**src/rtl/alu_result_uart_tx.sv**
```systemverilog
// Buffers completed ALU results in a small FIFO and sends each one as a
// 7-byte 8N1 UART frame: A5, {opcode,00,error}, data MSB..LSB, XOR checksum.
module alu_result_uart_tx #(
  parameter int CLKS_PER_BIT = 8,
  parameter int FIFO_DEPTH   = 4
) (
  input  logic                         clk,
  input  logic                         rst_n,
  input  logic                         res_valid,
  output logic                         res_ready,
  input  logic [3:0]                   res_opcode,
  input  logic [31:0]                  res_data,
  input  logic [1:0]                   res_error,
  output logic                         tx,
  output logic                         busy,
  output logic                         overflow,
  output logic [$clog2(FIFO_DEPTH):0]  fifo_count
);

  localparam int PW = $clog2(FIFO_DEPTH);
  localparam int CW = $clog2(CLKS_PER_BIT);
  localparam logic [PW:0]   FULL_CNT = (PW+1)'(FIFO_DEPTH);
  localparam logic [CW-1:0] CNT_MAX  = CW'(CLKS_PER_BIT - 1);

  typedef enum logic [1:0] {IDLE, START, DATA, STOP} state_t;

  state_t        state;
  logic [37:0]   mem [FIFO_DEPTH];
  logic [PW-1:0] wrPtr;
  logic [PW-1:0] rdPtr;
  logic [37:0]   frameReg;
  logic [CW-1:0] baudCnt;
  logic [2:0]    bitIdx;
  logic [2:0]    byteIdx;
  logic          pushEn;
  logic          popEn;
  logic [7:0]    hdr;
  logic [7:0]    chk;
  logic [7:0]    curByte;

  // Handshake: a result transfers on a cycle where res_valid && res_ready;
  // res_ready depends only on the registered count, never on res_valid.
  assign res_ready = (fifo_count != FULL_CNT);
  assign pushEn    = res_valid && res_ready;
  assign popEn     = (state == IDLE) && (fifo_count != '0);

  always_ff @(posedge clk) begin
    if (pushEn) mem[wrPtr] <= {res_opcode, res_error, res_data};
  end

  always_ff @(posedge clk or negedge rst_n) begin
    if (!rst_n) begin
      wrPtr      <= '0;
      rdPtr      <= '0;
      fifo_count <= '0;
      overflow   <= 1'b0;
    end else begin
      if (pushEn) wrPtr <= wrPtr + 1'b1;
      if (popEn)  rdPtr <= rdPtr + 1'b1;
      case ({pushEn, popEn})
        2'b10:   fifo_count <= fifo_count + 1'b1;
        2'b01:   fifo_count <= fifo_count - 1'b1;
        default: fifo_count <= fifo_count;
      endcase
      if (res_valid && !res_ready) overflow <= 1'b1;
    end
  end

  // frameReg layout is {opcode[3:0], error[1:0], data[31:0]}.
  always_comb begin
    hdr = {frameReg[37:34], 2'b00, frameReg[33:32]};
    chk = hdr ^ frameReg[31:24] ^ frameReg[23:16] ^ frameReg[15:8] ^ frameReg[7:0];
    case (byteIdx)
      3'd0:    curByte = 8'hA5;
      3'd1:    curByte = hdr;
      3'd2:    curByte = frameReg[31:24];
      3'd3:    curByte = frameReg[23:16];
      3'd4:    curByte = frameReg[15:8];
      3'd5:    curByte = frameReg[7:0];
      default: curByte = chk;
    endcase
  end

  // tx is registered and changes on the same edge as the state, so each
  // bit (start and stop included) lasts exactly CLKS_PER_BIT cycles.
  always_ff @(posedge clk or negedge rst_n) begin
    if (!rst_n) begin
      state    <= IDLE;
      tx       <= 1'b1;
      busy     <= 1'b0;
      baudCnt  <= '0;
      bitIdx   <= '0;
      byteIdx  <= '0;
      frameReg <= '0;
    end else begin
      case (state)
        IDLE: begin
          tx      <= 1'b1;
          busy    <= 1'b0;
          baudCnt <= '0;
          if (popEn) begin
            frameReg <= mem[rdPtr];
            byteIdx  <= '0;
            state    <= START;
            tx       <= 1'b0;
            busy     <= 1'b1;
          end
        end
        START: begin
          if (baudCnt == CNT_MAX) begin
            baudCnt <= '0;
            bitIdx  <= '0;
            tx      <= curByte[0];
            state   <= DATA;
          end else begin
            baudCnt <= baudCnt + 1'b1;
          end
        end
        DATA: begin
          if (baudCnt == CNT_MAX) begin
            baudCnt <= '0;
            if (bitIdx == 3'd7) begin
              tx    <= 1'b1;
              state <= STOP;
            end else begin
              bitIdx <= bitIdx + 1'b1;
              tx     <= curByte[bitIdx + 3'd1];
            end
          end else begin
            baudCnt <= baudCnt + 1'b1;
          end
        end
        STOP: begin
          if (baudCnt == CNT_MAX) begin
            baudCnt <= '0;
            if (byteIdx == 3'd6) begin
              state <= IDLE;
              tx    <= 1'b1;
              busy  <= 1'b0;
            end else begin
              byteIdx <= byteIdx + 1'b1;
              state   <= START;
              tx      <= 1'b0;
            end
          end else begin
            baudCnt <= baudCnt + 1'b1;
          end
        end
        default: begin
          state <= IDLE;
          tx    <= 1'b1;
          busy  <= 1'b0;
        end
      endcase
    end
  end

endmodule

```
**config.mk**
```make
export PLATFORM = sky130hd
export DESIGN_NAME = alu_result_uart_tx
export DESIGN_NICKNAME = d
export VERILOG_FILES = /design/src/rtl/alu_result_uart_tx.sv
export SDC_FILE = /design/constraint.sdc
export NUM_CORES = 1
export LEC_CHECK = 0
export ABC_AREA = 1
export CAP_MARGIN = 5
export CORE_MARGIN = 5
export CORE_UTILIZATION = 35
export CTS_BUF_LIST = sky130_fd_sc_hd__clkbuf_8
export DETAILED_ROUTE_END_ITERATION = 16
export DONT_BUFFER_PORTS = 1
export GPL_ROUTABILITY_DRIVEN = 0
export PLACE_DENSITY_LB_ADDON = 0.25
export RECOVER_POWER = 50
export SYNTH_ARGS = -nofsm -noshare
export SYNTH_HDL_FRONTEND = slang
export SYNTH_SLANG_ARGS = --single-unit
```
**constraint.sdc**
```tcl
create_clock -name clk -period 5.5 [get_ports clk]
set_clock_uncertainty 0.1 [all_clocks]
set_input_delay 1.1 -clock clk [delete_from_list [all_inputs] [get_ports clk]]
set_output_delay 1.1 -clock clk [all_outputs]
set_load 0.01 [all_outputs]
```
; Word level (Yosys, flattened, before mapping)
; Memory sizes are Yosys's and may differ from the RTL's. A register that Yosys moved wholly into a read port is not among the register bits.
; Cells that the tools add are included.
[word_totals]
mem_bits_rw = 152
input_bits = 41
wordCells = 97
out_inout_bits = 7
mem_count = 1
ff_bits = 21
[memory_table]
columns = name, words, word_bits, read_ports, rd_clocked_by_memory_dff, write_ports, line
row1 = mem, 4, 38, 1, 1, 1, 28  ; logic [37:0] mem [FIFO_DEPTH];
[op_classes]
reduce_logical = 18
n_bitwise = 4
n_eq_ne = 22
n_addsub = 7
n_lt_le_gt_ge = 1
muxes = 34
[op_table]
columns = op, count
row1 = case mux 8 bit (6 select lines), 1
row2 = bitwise XOR 8 bit, 4
row3 = case mux 3 bit (2 select lines), 4
row4 = 2-to-1 mux 3 bit, 7
row5 = inequality test 2 bit (second input constant), 8
row6 = == test 3 bit (second input constant), 5
row7 = 2-to-1 mux 1 bit, 13
row8 = adder 3 x 1 -> 3 bit (second input constant), 4
row9 = 2-to-1 mux 2 bit, 5
row10 = case mux 2 bit (4 select lines), 1
row11 = AND reduction 4 bit, 2
row12 = == test 2 bit (second input constant), 3
row13 = == test 3 x 2 -> 1 bit (second input constant), 2
row14 = AND reduction 3 bit, 2
row15 = nonzero test 2 bit, 3
row16 = AND reduction 5 bit, 1
row17 = adder 2 x 1 -> 2 bit (second input constant), 2
row18 = == test 2 x 1 -> 1 bit (second input constant), 2
row19 = < comparator 3 x 4 -> 1 bit (second input constant), 1
row20 = case mux 1 bit (4 select lines), 1
row21 = binary-select mux 1 bit (select 3 bit), 1
row22 = == test 3 x 1 -> 1 bit (second input constant), 1
row23 = logical AND 1 bit, 3
row24 = logical NOT 3 bit, 1
row25 = other kinds (8), 9

; Longest topological paths before layout
[logic_depth]
word_depth = 10
depth_mapped = 18
mapped_depth_nobuf = 18

; Worst setup path after synthesis
; Ideal clock, no wire load.
[synth_timing]
path_kind = input port to flip-flop
start = in res_valid
end = mem mem[0][0] (enable)
stages = 2
setup_slack_ns = 2.079
setup_time_ns = 0.433
required_time_ns = 4.967
path_buffers = 0
t_arrival_ns = 2.888
cell_sequence = nand2_1 nor2_1
[synth_between]
elab_chain_cells = 3
[synth_rtl]
columns = element, line
row1 = "start, declared", 9  ; input logic res_valid,
row2 = logical AND 1 bit, 44  ; assign pushEn = res_valid && res_ready;
row3 = 2-to-1 mux 1 bit, 48  ; if (pushEn) mem[wrPtr] <= {res_opcode, res_error, res_data};
row4 = 2-to-1 mux 1 bit (implied by the code), 48
row5 = "end, declared", 28
; Every way passes these cells.

; Worst setup path in the final report
[layout_timing]
start = reg state[0]
end = reg state[0]
[layout_between]
elab_chain_cells = 4
elab_cells_between_ends = 12
classes_between = 8 x eq/ne / 1 x mux / 3 x reduce/logical
[layout_rtl]
columns = element, line
row1 = "start, declared", 27  ; state_t state;
row2 = "start signal, assigned", 88  ; state <= IDLE;
row3 = "start signal, assigned", 104  ; state <= START;
row4 = "start signal, assigned", 114  ; state <= DATA;
row5 = logical NOT 2 bit, "45, 96"
row6 = logical AND 1 bit, 45  ; assign popEn = (state == IDLE) && (fifo_count != '0);
row7 = inequality test 2 bit (no source line), n/a
row8 = AND reduction 5 bit (no source line), n/a
; Parallel ways exist; a longest one is shown, timed or not.
; A chain may end at the register's enable or synchronous reset.

==> results_dict.tcl <==
set metrics [dict create \
    first_iter_violations 353 \
    dpl.cell_count 1161 \
    start_kind "register" \
    post_drt_via_cell_ratio 4.82 \
    max_freq_mhz 324 \
    timing.final.hold_violations 0 \
    reg2reg_setup_slack_ns 2.41 \
    status "completed" \
    cts_buffer_depth 3 \
    finalSetupViolCount 0 \
    final_common_cell "edfxtp_1" \
    clock_sinks 211 \
    cts.root.buffer_cell "clkbuf_8" \
    drt_wl_total_mm 20.5 \
    drive_above_1_share 0.0817 \
    cts_resized 0 \
    power.density_nw_per_um2 360 \
    yosysWarnings 0 \
    numPortBuffers 0 \
    worst_pin_slew_ns 1.17 \
    cp_data_required_time_ns 5.79 \
    overflow 0 \
    nets 925 \
    htreeDepth 2 \
    rows 59 \
    grt_pass1_vias 6063 \
    initial_core_util 0.353 \
    stdcell_count 1229 \
    dieArea_um2 29400 \
    areaGrowthSynthToFinish_pct 11.1 \
    clk_pin_slew_ns 0.06 \
    clock_latency_ns 0.52 \
    min_period_ns 3.09 \
    yosysSeqAreaShare 0.662 \
    cts_hold_buffers 0 \
    dp_hpwl_mm 12.7 \
    ant_nets 0 \
    path_class "register to register" \
    ys_ff_latch 211 \
    use_met3 0.0347 \
    grt_start_max_net_pins 79 \
    slew_violations 0 \
    netlist_instances 855 \
    finalCritPeriodShare 0.561 \
    cp-end-kind "register" \
    n_antenna_cell 0 \
    use_met1 0.183 \
    postLayoutCellArea_um2 10100 \
    die_h_um 171 \
    routedWlPerCell_um 16.7 \
    drc 0 \
    p_leak_nw 3.86 \
    grtUsageMet2 0.242 \
    worstRegToRegCells 10 \
    syn_area_per_cell_um2 10.7 \
    placed_cell_area_um2 9470 \
    synth_area_um2 9120 \
    syn_nets 915 \
    tns_ns 0 \
    cts_tree "built" \
    num-fill-cells 2579 \
    critPathMaxFanout 46 \
    cts_setup_buffers 0 \
    synth.distinct_cells 33 \
    grt_antenna_before_repair 0 \
    rsz0062_at_grt "no" \
    cap_viol_max_count 0 \
    arrival_ns 3.37 \
    regToRegStartpoint "state[0]" \
    yosys.area.top_type_share 0.500 \
    hold_path_class "primary input to asynchronous set/reset pin" \
    layout_common_cells "edfxtp_1 (152), nor2_1 (139), nand2_1 (128)" \
    ir_drop_mv 0.204 \
    io_pins 48 \
    yosys-top-cells-area "edfxtp_1 (50%), dfrtp_1 (16%), nor2_1 (5.9%)" \
    power_mw 3.65 \
    core_um2 25800 \
    grt_usage 0.143 \
    slew_headroom 0.223 \
    grt_pass1_wl_mm 33.1 \
    die_w_um 171 \
    r2r-end "state[0]" \
    gr-max-usage-layer "met2" \
    numCtsBuffers 37 \
    synth_top_area_cell "edfxtp_1" \
    vias 5923 \
    firstDrtPassIters 4 \
]
[Yosys cell counts]
library cell	number
a21oi_1	9
a31oi_1	12
a31oi_4	1
buf_2	8
buf_4	2
buf_6	1
clkbuf_1	25
clkbuf_2	1
clkinv_1	1
clkinv_2	1
dfrtp_1	58
dfstp_2	1
edfxtp_1	152
fa_1	1
ha_1	18
inv_1	65
inv_2	4
inv_4	1
nand2_1	128
nand2_2	2
nand2_4	1
nand3_1	50
nand3_4	1
nand3b_1	1
nor2_1	143
nor2_2	5
nor3_1	2
o21ai_0	105
o21ai_1	12
o21bai_1	1
o22ai_1	29
xnor2_1	4
xor2_1	10
[final cells by class]
type | count | area (um^2) | share of cell area
well taps | 335 | 419 | 0.0413
clock buffers | 41 | 564 | 0.0557
clock inverters | 27 | 106 | 0.0105
repair buffers | 8 | 60.1 | 0.00592
inverters | 72 | 274 | 0.0270
multi-input cells | 535 | 2670 | 0.263
flip-flops and latches | 211 | 6040 | 0.596
[layer usage]
layer | wire length, um | part of all wire | vias to the layer above
li1 | - | - | 2944
met2 | 10100 | 0.49 | 104
met3 | 1010 | 0.049 | 31
met5 | 0 | 0 | -
met1 | 9040 | 0.44 | 2844
met4 | 378 | 0.018 | 0
[power by group]
part | leakage (nW) | internal [mW] | switching (mW)
Clock | 0.417 | 0.682 | 0.610
Combinational | 1.36 | 0.0718 | 0.246
Sequential | 2.08 | 1.98 | 0.0623
Total | 3.86 | 2.73 | 0.918
[worst max path at each step]
stage                    from            end  slack, ns  cells after the start
floorplan           res_valid      mem[0][0]       2.08                      2
global placement     state[0]  fifo_count[2]       2.42                     10
detailed placement   state[0]  fifo_count[2]       2.38                     10
CTS                  state[1]       state[0]       2.37                     10
global route         state[1]  fifo_count[2]       2.13                     10
finish               state[0]       state[0]       2.41                     10
[worst max-delay path, cell delays in order, from the launching register on]
cell and delay (ns):
dfrtp_1 0.42, inv_1 0.12, ha_1 0.29, inv_1 0.14
a31oi_4 0.76, buf_4 0.54, inv_2 0.11, a21oi_1 0.14
o21ai_1 0.12, o21ai_1 0.13, o21ai_1 0.08
[state kept, by name, summed over array words and instances (netlist names)]
| signal | count |
|---|---|
| byteIdx | 3 |
| state | 2 |
| busy | 1 |
| mem | 152 |
| overflow | 1 |
| frameReg | 38 |
| baudCnt | 3 |
| bitIdx | 3 |
| wrPtr | 2 |
| rdPtr | 2 |
| fifo_count | 3 |
| tx | 1 |
[through the flow]
stage | hold WS [ns] | worst slack [ns] | utilization
after floorplan | 0.308 | 2.08 | -
after global placement | 0.341 | 2.42 | 0.366
after detailed placement | 0.336 | 2.38 | 0.366
after CTS | 0.139 | 2.37 | 0.392
after global routing | 0.134 | 2.13 | 0.392
final | 0.176 | 2.41 | 0.392
[kinds of logic (layout without fill, tap and decap cells)]
family / after synthesis / in the layout / synth area share
AOI/OAI and AO/OA: 169 / 169 / 0.100
and+or+nand+nor: 333 / 333 / 0.149
xor gates and xnor gates: 14 / 14 / 0.0134
adders and majority gates: 19 / 19 / 0.0269
DFF: 211 / 211 / 0.662
buffers and inverters: 109 / 148 / 0.0481
No activity file was read; power rests on OpenSTA's default activity.
